File: src/rtl/if_pkg.sv
// Shared fetch-stage types and constants.
// Holds the FSM encoding, bus widths, the reset PC and the PC increment helper.
package if_pkg;

    localparam int ADDR_W  = 64;
    localparam int INSTR_W = 32;

    localparam logic [ADDR_W-1:0] RESET_PC = 64'h0;
    localparam logic [ADDR_W-1:0] PC_INC   = 64'd4;

    typedef enum logic [1:0] {
        IDLE,
        REQ,
        KILL,
        HOLD
    } fetch_state_t;

    // Sequential PC; wraps modulo 2^ADDR_W by construction.
    function automatic logic [ADDR_W-1:0] pc_inc(input logic [ADDR_W-1:0] pc);
        return pc + PC_INC;
    endfunction

endpackage

File: src/rtl/if_fetch_ctrl_if.sv
// Fetch-stage bundle: instruction-memory req/ack, EX redirect, ID stall and IF/ID fields.
// The master side is the fetch sequencer; the slave side is the memory/pipeline environment.
interface if_fetch_ctrl_if;
    import if_pkg::*;

    logic               imem_req;
    logic [ADDR_W-1:0]  imem_addr;
    logic               imem_ack;
    logic [INSTR_W-1:0] imem_rdata;
    logic               redirect;
    logic [ADDR_W-1:0]  redirect_pc;
    logic               stall;
    logic               if_valid;
    logic [ADDR_W-1:0]  if_pc;
    logic [ADDR_W-1:0]  if_pcplus4;
    logic [INSTR_W-1:0] if_instr;

    modport master (
        output imem_req, imem_addr, if_valid, if_pc, if_pcplus4, if_instr,
        input  imem_ack, imem_rdata, redirect, redirect_pc, stall
    );

    modport slave (
        input  imem_req, imem_addr, if_valid, if_pc, if_pcplus4, if_instr,
        output imem_ack, imem_rdata, redirect, redirect_pc, stall
    );

endinterface

File: src/rtl/if_hold_buf.sv
// One-entry skid buffer for a fetched (instr, pc) pair; data visible the cycle after load.
// No backpressure of its own: the owner only loads it when empty, clear wins over load.
module if_hold_buf
    import if_pkg::*;
(
    input  logic               clk,
    input  logic               rst,
    input  logic               load_i,
    input  logic               clear_i,
    input  logic [INSTR_W-1:0] instr_i,
    input  logic [ADDR_W-1:0]  pc_i,
    output logic               valid_o,
    output logic [INSTR_W-1:0] instr_o,
    output logic [ADDR_W-1:0]  pc_o
);

    logic               valid_q;
    logic [INSTR_W-1:0] instr_q;
    logic [ADDR_W-1:0]  pc_q;

    always_ff @(posedge clk or posedge rst) begin
        if (rst) begin
            valid_q <= 1'b0;
            instr_q <= '0;
            pc_q    <= '0;
        end else if (clear_i) begin
            valid_q <= 1'b0;
        end else if (load_i) begin
            valid_q <= 1'b1;
            instr_q <= instr_i;
            pc_q    <= pc_i;
        end
    end

    assign valid_o = valid_q;
    assign instr_o = instr_q;
    assign pc_o    = pc_q;

endmodule

File: src/rtl/if_fetch_ctrl.sv
// IF fetch sequencer: one outstanding imem request, IF/ID updated one cycle after ack.
// ID stall parks at most one fetched instruction in the hold buffer and pauses requests.
module if_fetch_ctrl
    import if_pkg::*;
#(
    parameter logic [ADDR_W-1:0] RESET_PC = if_pkg::RESET_PC
) (
    input logic              clk,
    input logic              reset,
    if_fetch_ctrl_if.master  fio
);

    localparam logic [ADDR_W-1:0] ALIGN_MASK = ~ADDR_W'(3);

    fetch_state_t       state_q, state_d;
    logic [ADDR_W-1:0]  pc_q, pc_d;
    logic [ADDR_W-1:0]  tgt_q, tgt_d;
    logic               if_valid_q, if_valid_d;
    logic [ADDR_W-1:0]  if_pc_q, if_pc_d;
    logic [ADDR_W-1:0]  if_pcplus4_q, if_pcplus4_d;
    logic [INSTR_W-1:0] if_instr_q, if_instr_d;

    logic               buf_load, buf_clear, buf_valid;
    logic [INSTR_W-1:0] buf_instr;
    logic [ADDR_W-1:0]  buf_pc;

    logic [ADDR_W-1:0]  rpc;
    logic               slot_free;

    assign rpc       = fio.redirect_pc & ALIGN_MASK;
    assign slot_free = !if_valid_q || !fio.stall;

    if_hold_buf u_hold_buf (
        .clk     (clk),
        .rst     (reset),
        .load_i  (buf_load),
        .clear_i (buf_clear),
        .instr_i (fio.imem_rdata),
        .pc_i    (pc_q),
        .valid_o (buf_valid),
        .instr_o (buf_instr),
        .pc_o    (buf_pc)
    );

    always_comb begin
        state_d      = state_q;
        pc_d         = pc_q;
        tgt_d        = tgt_q;
        if_valid_d   = if_valid_q;
        if_pc_d      = if_pc_q;
        if_pcplus4_d = if_pcplus4_q;
        if_instr_d   = if_instr_q;
        buf_load     = 1'b0;
        buf_clear    = 1'b0;

        // ID consumption and flush both empty the slot; refills below override.
        if ((if_valid_q && !fio.stall) || fio.redirect) begin
            if_valid_d = 1'b0;
        end

        case (state_q)
            IDLE: begin
                state_d = REQ;
                if (fio.redirect) pc_d = rpc;
            end
            REQ: begin
                if (fio.imem_ack) begin
                    if (fio.redirect) begin
                        pc_d = rpc;
                    end else if (slot_free) begin
                        if_valid_d   = 1'b1;
                        if_pc_d      = pc_q;
                        if_pcplus4_d = pc_inc(pc_q);
                        if_instr_d   = fio.imem_rdata;
                        pc_d         = pc_inc(pc_q);
                    end else begin
                        buf_load = 1'b1;
                        pc_d     = pc_inc(pc_q);
                        state_d  = HOLD;
                    end
                end else if (fio.redirect) begin
                    // Address must stay put until the in-flight fetch is acked.
                    tgt_d   = rpc;
                    state_d = KILL;
                end
            end
            KILL: begin
                if (fio.imem_ack) begin
                    pc_d    = fio.redirect ? rpc : tgt_q;
                    state_d = REQ;
                end else if (fio.redirect) begin
                    tgt_d = rpc;
                end
            end
            HOLD: begin
                if (fio.redirect) begin
                    buf_clear = 1'b1;
                    pc_d      = rpc;
                    state_d   = REQ;
                end else if (!fio.stall && buf_valid) begin
                    if_valid_d   = 1'b1;
                    if_pc_d      = buf_pc;
                    if_pcplus4_d = pc_inc(buf_pc);
                    if_instr_d   = buf_instr;
                    buf_clear    = 1'b1;
                    state_d      = REQ;
                end
            end
            default: state_d = IDLE;
        endcase
    end

    always_ff @(posedge clk or posedge reset) begin
        if (reset) begin
            state_q      <= IDLE;
            pc_q         <= RESET_PC;
            tgt_q        <= '0;
            if_valid_q   <= 1'b0;
            if_pc_q      <= '0;
            if_pcplus4_q <= '0;
            if_instr_q   <= '0;
        end else begin
            state_q      <= state_d;
            pc_q         <= pc_d;
            tgt_q        <= tgt_d;
            if_valid_q   <= if_valid_d;
            if_pc_q      <= if_pc_d;
            if_pcplus4_q <= if_pcplus4_d;
            if_instr_q   <= if_instr_d;
        end
    end

    assign fio.imem_req   = (state_q == REQ) || (state_q == KILL);
    assign fio.imem_addr  = pc_q;
    assign fio.if_valid   = if_valid_q;
    assign fio.if_pc      = if_pc_q;
    assign fio.if_pcplus4 = if_pcplus4_q;
    assign fio.if_instr   = if_instr_q;

endmodule

File: src/flat_wrapper.sv
// flat-port wrapper written by rule: the top's interface ports become plain ports
module if_fetch_ctrl_flat import if_pkg::*;
#(
    parameter logic [ADDR_W-1:0] RESET_PC = if_pkg::RESET_PC
)
  (clk, reset, fio_imem_req, fio_imem_addr, fio_if_valid, fio_if_pc, fio_if_pcplus4, fio_if_instr, fio_imem_ack, fio_imem_rdata, fio_redirect, fio_redirect_pc, fio_stall);
  if_fetch_ctrl_if fio_i ();
  input logic clk;
  input logic reset;
  output wire logic [$bits(fio_i.imem_req)-1:0] fio_imem_req;
  output wire logic [$bits(fio_i.imem_addr)-1:0] fio_imem_addr;
  output wire logic [$bits(fio_i.if_valid)-1:0] fio_if_valid;
  output wire logic [$bits(fio_i.if_pc)-1:0] fio_if_pc;
  output wire logic [$bits(fio_i.if_pcplus4)-1:0] fio_if_pcplus4;
  output wire logic [$bits(fio_i.if_instr)-1:0] fio_if_instr;
  input wire logic [$bits(fio_i.imem_ack)-1:0] fio_imem_ack;
  input wire logic [$bits(fio_i.imem_rdata)-1:0] fio_imem_rdata;
  input wire logic [$bits(fio_i.redirect)-1:0] fio_redirect;
  input wire logic [$bits(fio_i.redirect_pc)-1:0] fio_redirect_pc;
  input wire logic [$bits(fio_i.stall)-1:0] fio_stall;
  assign fio_imem_req = fio_i.imem_req;
  assign fio_imem_addr = fio_i.imem_addr;
  assign fio_if_valid = fio_i.if_valid;
  assign fio_if_pc = fio_i.if_pc;
  assign fio_if_pcplus4 = fio_i.if_pcplus4;
  assign fio_if_instr = fio_i.if_instr;
  assign fio_i.imem_ack = fio_imem_ack;
  assign fio_i.imem_rdata = fio_imem_rdata;
  assign fio_i.redirect = fio_redirect;
  assign fio_i.redirect_pc = fio_redirect_pc;
  assign fio_i.stall = fio_stall;
  if_fetch_ctrl #(.RESET_PC(RESET_PC)) u_core (.clk(clk), .reset(reset), .fio(fio_i));
endmodule
File: config.mk
export PLATFORM = sky130hd
export DESIGN_NAME = if_fetch_ctrl_flat
export DESIGN_NICKNAME = d
export VERILOG_FILES = /design/src/rtl/if_pkg.sv /design/src/rtl/if_fetch_ctrl_if.sv /design/src/rtl/if_hold_buf.sv /design/src/rtl/if_fetch_ctrl.sv /design/src/flat_wrapper.sv
export SDC_FILE = /design/constraint.sdc
export NUM_CORES = 1
export LEC_CHECK = 0
export ABC_AREA = 1
export BUFFER_PORTS_ARGS = -buffer_cell sky130_fd_sc_hd__buf_4
export CAP_MARGIN = 10
export CORE_MARGIN = 3
export CORE_UTILIZATION = 35
export DETAILED_ROUTE_END_ITERATION = 10
export GPL_ROUTABILITY_DRIVEN = 0
export PLACE_DENSITY = 0.5
export SLEW_MARGIN = 0
export SYNTH_ARGS = -nofsm -noshare
export SYNTH_HDL_FRONTEND = slang
export SYNTH_SLANG_ARGS = --single-unit
File: constraint.sdc
create_clock -name clk -period 26.9 [get_ports clk]
set_input_delay 4.035 -clock clk [delete_from_list [all_inputs] [get_ports clk]]
set_output_delay 4.035 -clock clk [all_outputs]
set_load 0.01 [all_outputs]
Yosys cells after proc, flatten, opt, wreduce, memory -nomap -nowiden
Index checks and enable logic that the tools add are counted.

Flip-flop bits (word level): 388. Input port bits: 101. Word-level logic and storage cells: 93.

Add/subtract/negate cells: 2. Equal/unequal tests: 14. Mux-type cells: 48. Bitwise gates (word level): 2. Reductions and logical operators: 17.

Operator list (count): $mux 64 (15); $pmux 64 s2 (2); $pmux 64 s3 (1); $mux 32 (5); $add 64x3->64 const B (2); $pmux 32 s2 (1); $mux 1 (15); $mux 2 (7); $ne 3x3->1 const B (3); $ne 2x2->1 const B (4); $pmux 2 s4 (1); $ne 2x1->1 const B (3); $reduce_and 6->1 (1); $reduce_and 5->1 (1); $eq 2x2->1 const B (2); $reduce_and 2->1 (2); $reduce_bool 2->1 (2); $reduce_or 2->1 (2); $logic_or 1x1->1 (3); $ne 3x2->1 const B (1); $reduce_and 3->1 (1); $eq 2x1->1 const B (1); $logic_and 1x1->1 (2); $logic_not 1->1 (2); other kinds (3) (4).

Logic depth before layout (Yosys ltp)
Depth in word-level cells: 8. Gate-level depth with buffers: 14. Depth with buffers taken out: 14.

Modules after synthesis
From an unflattened synthesis, not the netlist that was laid out.

Cells, all modules: 3012. Area total of the unflattened synthesis: 21587.0 um^2.

Modules (own cells, without submodules): if_fetch_ctrl (instances 1, cells an instance 2591, area an instance 17733.3 um^2, seq. area each 7231.9 um^2); if_hold_buf (instances 1, cells an instance 421, area an instance 3853.7 um^2, seq. area each 2427.3 um^2).

Least setup slack after synthesis
Ideal clock, no wire load.

Path type: input to register. From: in fio_stall. To: reg u_core.if_instr_q[10] (netlist: u_core.fio.if_instr[10]). Setup time: 141 ps. Arrival: 5157 ps. Required time: 26759 ps. Setup slack: 21602 ps. Cell stages on the path: 7. Cell sequence: or2_0 -> a21oi_1 -> nand2_1 -> inv_2 -> buf_2 -> clkbuf_1 -> a31oi_1.

Longest elaborated chain between the ends: 4. Elaborated cells between the ends (all ways): 6. Those cells by class: eq/ne (2); reduce/logical (4).

RTL lines: from (decl) (line flat_wrapper.sv:20) `input wire logic [$bits(fio_i.stall)-1:0] fio_stall;`; $logic_not 1->1 (*) (line if_fetch_ctrl.sv:31, if_fetch_ctrl.sv:100); $logic_or 1x1->1 / $logic_and 1x1->1 (equally long branches) (line if_fetch_ctrl.sv:31, if_fetch_ctrl.sv:100); $ne 2x1->1 (no line); $reduce_and 6->1 (no line) (*); to (signal assigned) (line if_fetch_ctrl.sv:129) `if_instr_q <= if_instr_d;`; to (decl) (line if_fetch_ctrl.sv:21) `logic [INSTR_W-1:0] if_instr_q, if_instr_d;`.

Mark *: on every way between the ends. The rest lies on a longest branch, timed or not. A chain may end at the register's enable or synchronous reset.

Final worst setup path
From: in fio_redirect. To: reg u_core.if_pcplus4_q[10] (netlist: u_core.fio.if_pcplus4[10]).

Longest elaborated chain between the ends: 2. Elaborated cells between the ends (all ways): 3. Those cells by class: eq/ne (2); reduce/logical (1).

RTL lines: from (decl) (line flat_wrapper.sv:18) `input wire logic [$bits(fio_i.redirect)-1:0] fio_redirect;`; $ne 2x2->1 (no line); $reduce_and 6->1 (no line) (*); to (signal assigned) (line if_fetch_ctrl.sv:128) `if_pcplus4_q <= if_pcplus4_d;`; to (decl) (line if_fetch_ctrl.sv:20) `logic [ADDR_W-1:0] if_pcplus4_q, if_pcplus4_d;`.

Marks and branches as above.

==> qor.yml <==
rr_endpoint: "u_core.fio.if_pcplus4[10]"
period_share_pct: 27.66
yosysWarnings: 0
multi_input_area_mm2: 0.01031
worst-r2r-cell-count: 10
drive_gt1_share_pct: 16.95
powerDensity_mw_per_mm2: 132.8
hpwl_um: 63440
utilization_pct: 43.34
endpoint_kind: "flop"
skew_ps: 25.66
seq_area_mm2: 0.009659
cap_viol_max_count: 0
via_per_inst: 5.390
worstSetupPathType: "input pin to flop"
slew_violations: 0
grt-ovfl-total: 0
wirelength_um: 87980
post_cts_resized: 0
finalSetupViolations: 0
drt_first_pass_iters: 8
antenna_found_initial: 0
holdPathStages: 2
grt_max_degree: 166
period_needed_ps: 7441
cts-hold-fix-buffers: 0
post_cts_buffers: 0
cts_buffers: 47
grt_util_all_layers_pct: 26.77
worstPathRequired_ps: 27410
grt_pass1_vias: 19640
final_common_cell: "nand2_1"
worstPathArrival_ps: 7950
max-vdd-ir-drop_uv: 126.1
ant_nets: 0
synth_edf_count: 0
run_status: "finished clean"
fill_cells: 6035
avgSynthCellArea_um2: 7.537
async_flop_share_pct: 100.0
dieArea_mm2: 0.06381
clock_latency_ps: 600
ys_ff_latch: 386
tightestPinTransition_ps: 1219
start_kind: "input pin"
relSlewSlack_pct: 18.73
drt_iter0_drc: 2278
start_util_pct: 35.73
die_h_um: 252.6
syn-cell-area_mm2: 0.02129
cts.sink_count: 386
fin_tns_setup_ps: 0
synthCells: 2824
antenna_cells: 0
min-delay-path-class: "flop to flop"
min_to: "u_core.tgt_q[13]"
drc: 0
rsz0062_at_grt: "no"
row_count: 89
die_w_um: 252.6
seq_area_frac_synth_pct: 45.38
max_freq_mhz: 134.4
r2r-start: "u_core.state_q[1]"
wl_per_cell_um: 22.69
nets: 3180
vias: 20900
timing.final.hold_violations: 0
grt_pass1_wl_um: 128900
h-tree-depth: 2
leakagePower_nw: 11.72
crit_slowest_cell: "buf_4"
area_delta_synth_final_pct: 21.31
io_buffers: 324
clockBufferDepth: 3
synthFlopType: "dfrtp_1"
io_pins: 327
cts_tree: "done"
final_cell_mix: "nand2_1 (905), dfrtp_1 (386), nor2_1 (369), buf_4 (346), inv_1 (179)"
r2r_slack_ps: 22970
syn_nets: 2930
ys_types: 49
hp-start: "u_core.tgt_q[13]"
cp_cell_sequence: "buf_4 > inv_1 > buf_4 > o21ai_0 > a21oi_1 > nand2_2 > inv_8 > buf_4 > o21ai_0 > o21ai_0"
path_clk_slew_ps: 60
max_stage_delay_ps: 860
clockRootBuffer: "clkbuf_16"
crit_fanout: 165
core_region_area_mm2: 0.05958
[flip-flops by register name, summed over array words and instances, names as in the netlist]
register                   count
u_core.state_q                 2
u_core.tgt_q                  64
u_core.u_hold_buf.instr_o     32
u_core.u_hold_buf.valid_o      1
u_core.fio.if_instr           32
u_core.fio.if_valid            1
u_core.fio.if_pc              64
u_core.fio.if_pcplus4         62
u_core.u_hold_buf.pc_o        64
u_core.fio.imem_addr          64
[layout make-up]
type,instances,area share (%)
Multi-Input combinational cell,2100,39.91
Clock inverter,13,0.6106
Timing Repair Buffer,348,10.21
Sequential cell,386,37.41
Tap cell,773,3.746
Inverter,191,2.844
Clock buffer,66,5.262
[synth_stat cells, types with 19 or more instances]
cell type / count / area share [%]
o21ai_0: 161 / 3.8
inv_1: 180 / 3.2
mux2_2: 34 / 1.8
nand2_1: 907 / 16
a2111oi_0: 19 / 0.78
clkbuf_1: 83 / 1.5
dfrtp_1: 386 / 45
buf_2: 46 / 1.1
a22oi_1: 40 / 1.4
nand4_1: 32 / 0.94
nand3_1: 86 / 2.0
o211ai_1: 22 / 0.78
a21oi_1: 69 / 1.6
nor2_1: 371 / 6.5
a21boi_0: 27 / 0.95
a221oi_1: 21 / 0.86
xor2_1: 58 / 2.4
nor3_1: 25 / 0.59
a31oi_1: 100 / 2.9
[routing by layer]
| layer | global-route usage [%] | vias up | routed length, um |
|---|---|---|---|
| li1 | - | 9782 | - |
| met1 | 39.39 | 10120 | 40240 |
| met2 | 40.65 | 876 | 38500 |
| met3 | 4.589 | 121 | 6747 |
| met4 | 7.202 | 0 | 2494 |
| met5 | 0 | - | 0 |
[critical path, delay by kind of cell]
family,cells,cell delay (ps)
AO/OA/AOI/OAI,4,850
buffers and inverters,5,2420
AND/OR/NAND/NOR,1,180
[kinds of logic (layout without fill, tap and decap cells)]
kind of cell	Yosys count	after routing	synth area share, %
fa+ha+maj	5	5	0.2939
mux	34	34	1.799
xor+xnor	68	68	2.798
buf+inv	338	618	6.337
simple gates	1492	1492	28.75
flops	386	386	45.38
compound gates	501	501	14.64
[metrics by stage]
| step | cell area (um^2) | worst slack (ps) | cells | power [W] | hold slack, ps |
|---|---|---|---|---|---|
| final | 25820 | 19460 | 3877 | 0.003429 | 475.3 |
| after global routing | 25820 | 19240 | 3877 | 0.003642 | 491.8 |
| after CTS | 25820 | 19730 | 3877 | 0.003424 | 474.2 |
| after detailed placement | 24300 | 19100 | 3798 | 0.002770 | 458.4 |
| after global placement | 24300 | 19150 | 3798 | 0.002742 | 454.3 |
| after floorplan | 21290 | 12140 | 2824 | 0.001981 | 441.9 |
[worst max-delay path by stage]
| stage | startpoint | to | slack [ps] |
|---|---|---|---|
| final | fio_redirect | u_core.fio.if_pcplus4[10] | 19460 |
| after global routing | fio_redirect | u_core.fio.if_pcplus4[25] | 19240 |
| after CTS | fio_redirect | u_core.fio.if_pcplus4[10] | 19730 |
| after detailed placement | fio_redirect | u_core.fio.if_pcplus4[10] | 19100 |
| after global placement | fio_redirect | u_core.fio.if_pcplus4[24] | 19150 |
| after floorplan | reset | u_core.fio.if_instr[0] | 12140 |
[power breakdown]
part,total (W),internal (W),switching (W)
logic,0.00158,0.000579,0.00100
registers,0.00121,0.000859,0.000347
clock network,0.000643,0.000378,0.000265
total,0.00343,0.00182,0.00161
(Power assumes the default switching activity.)
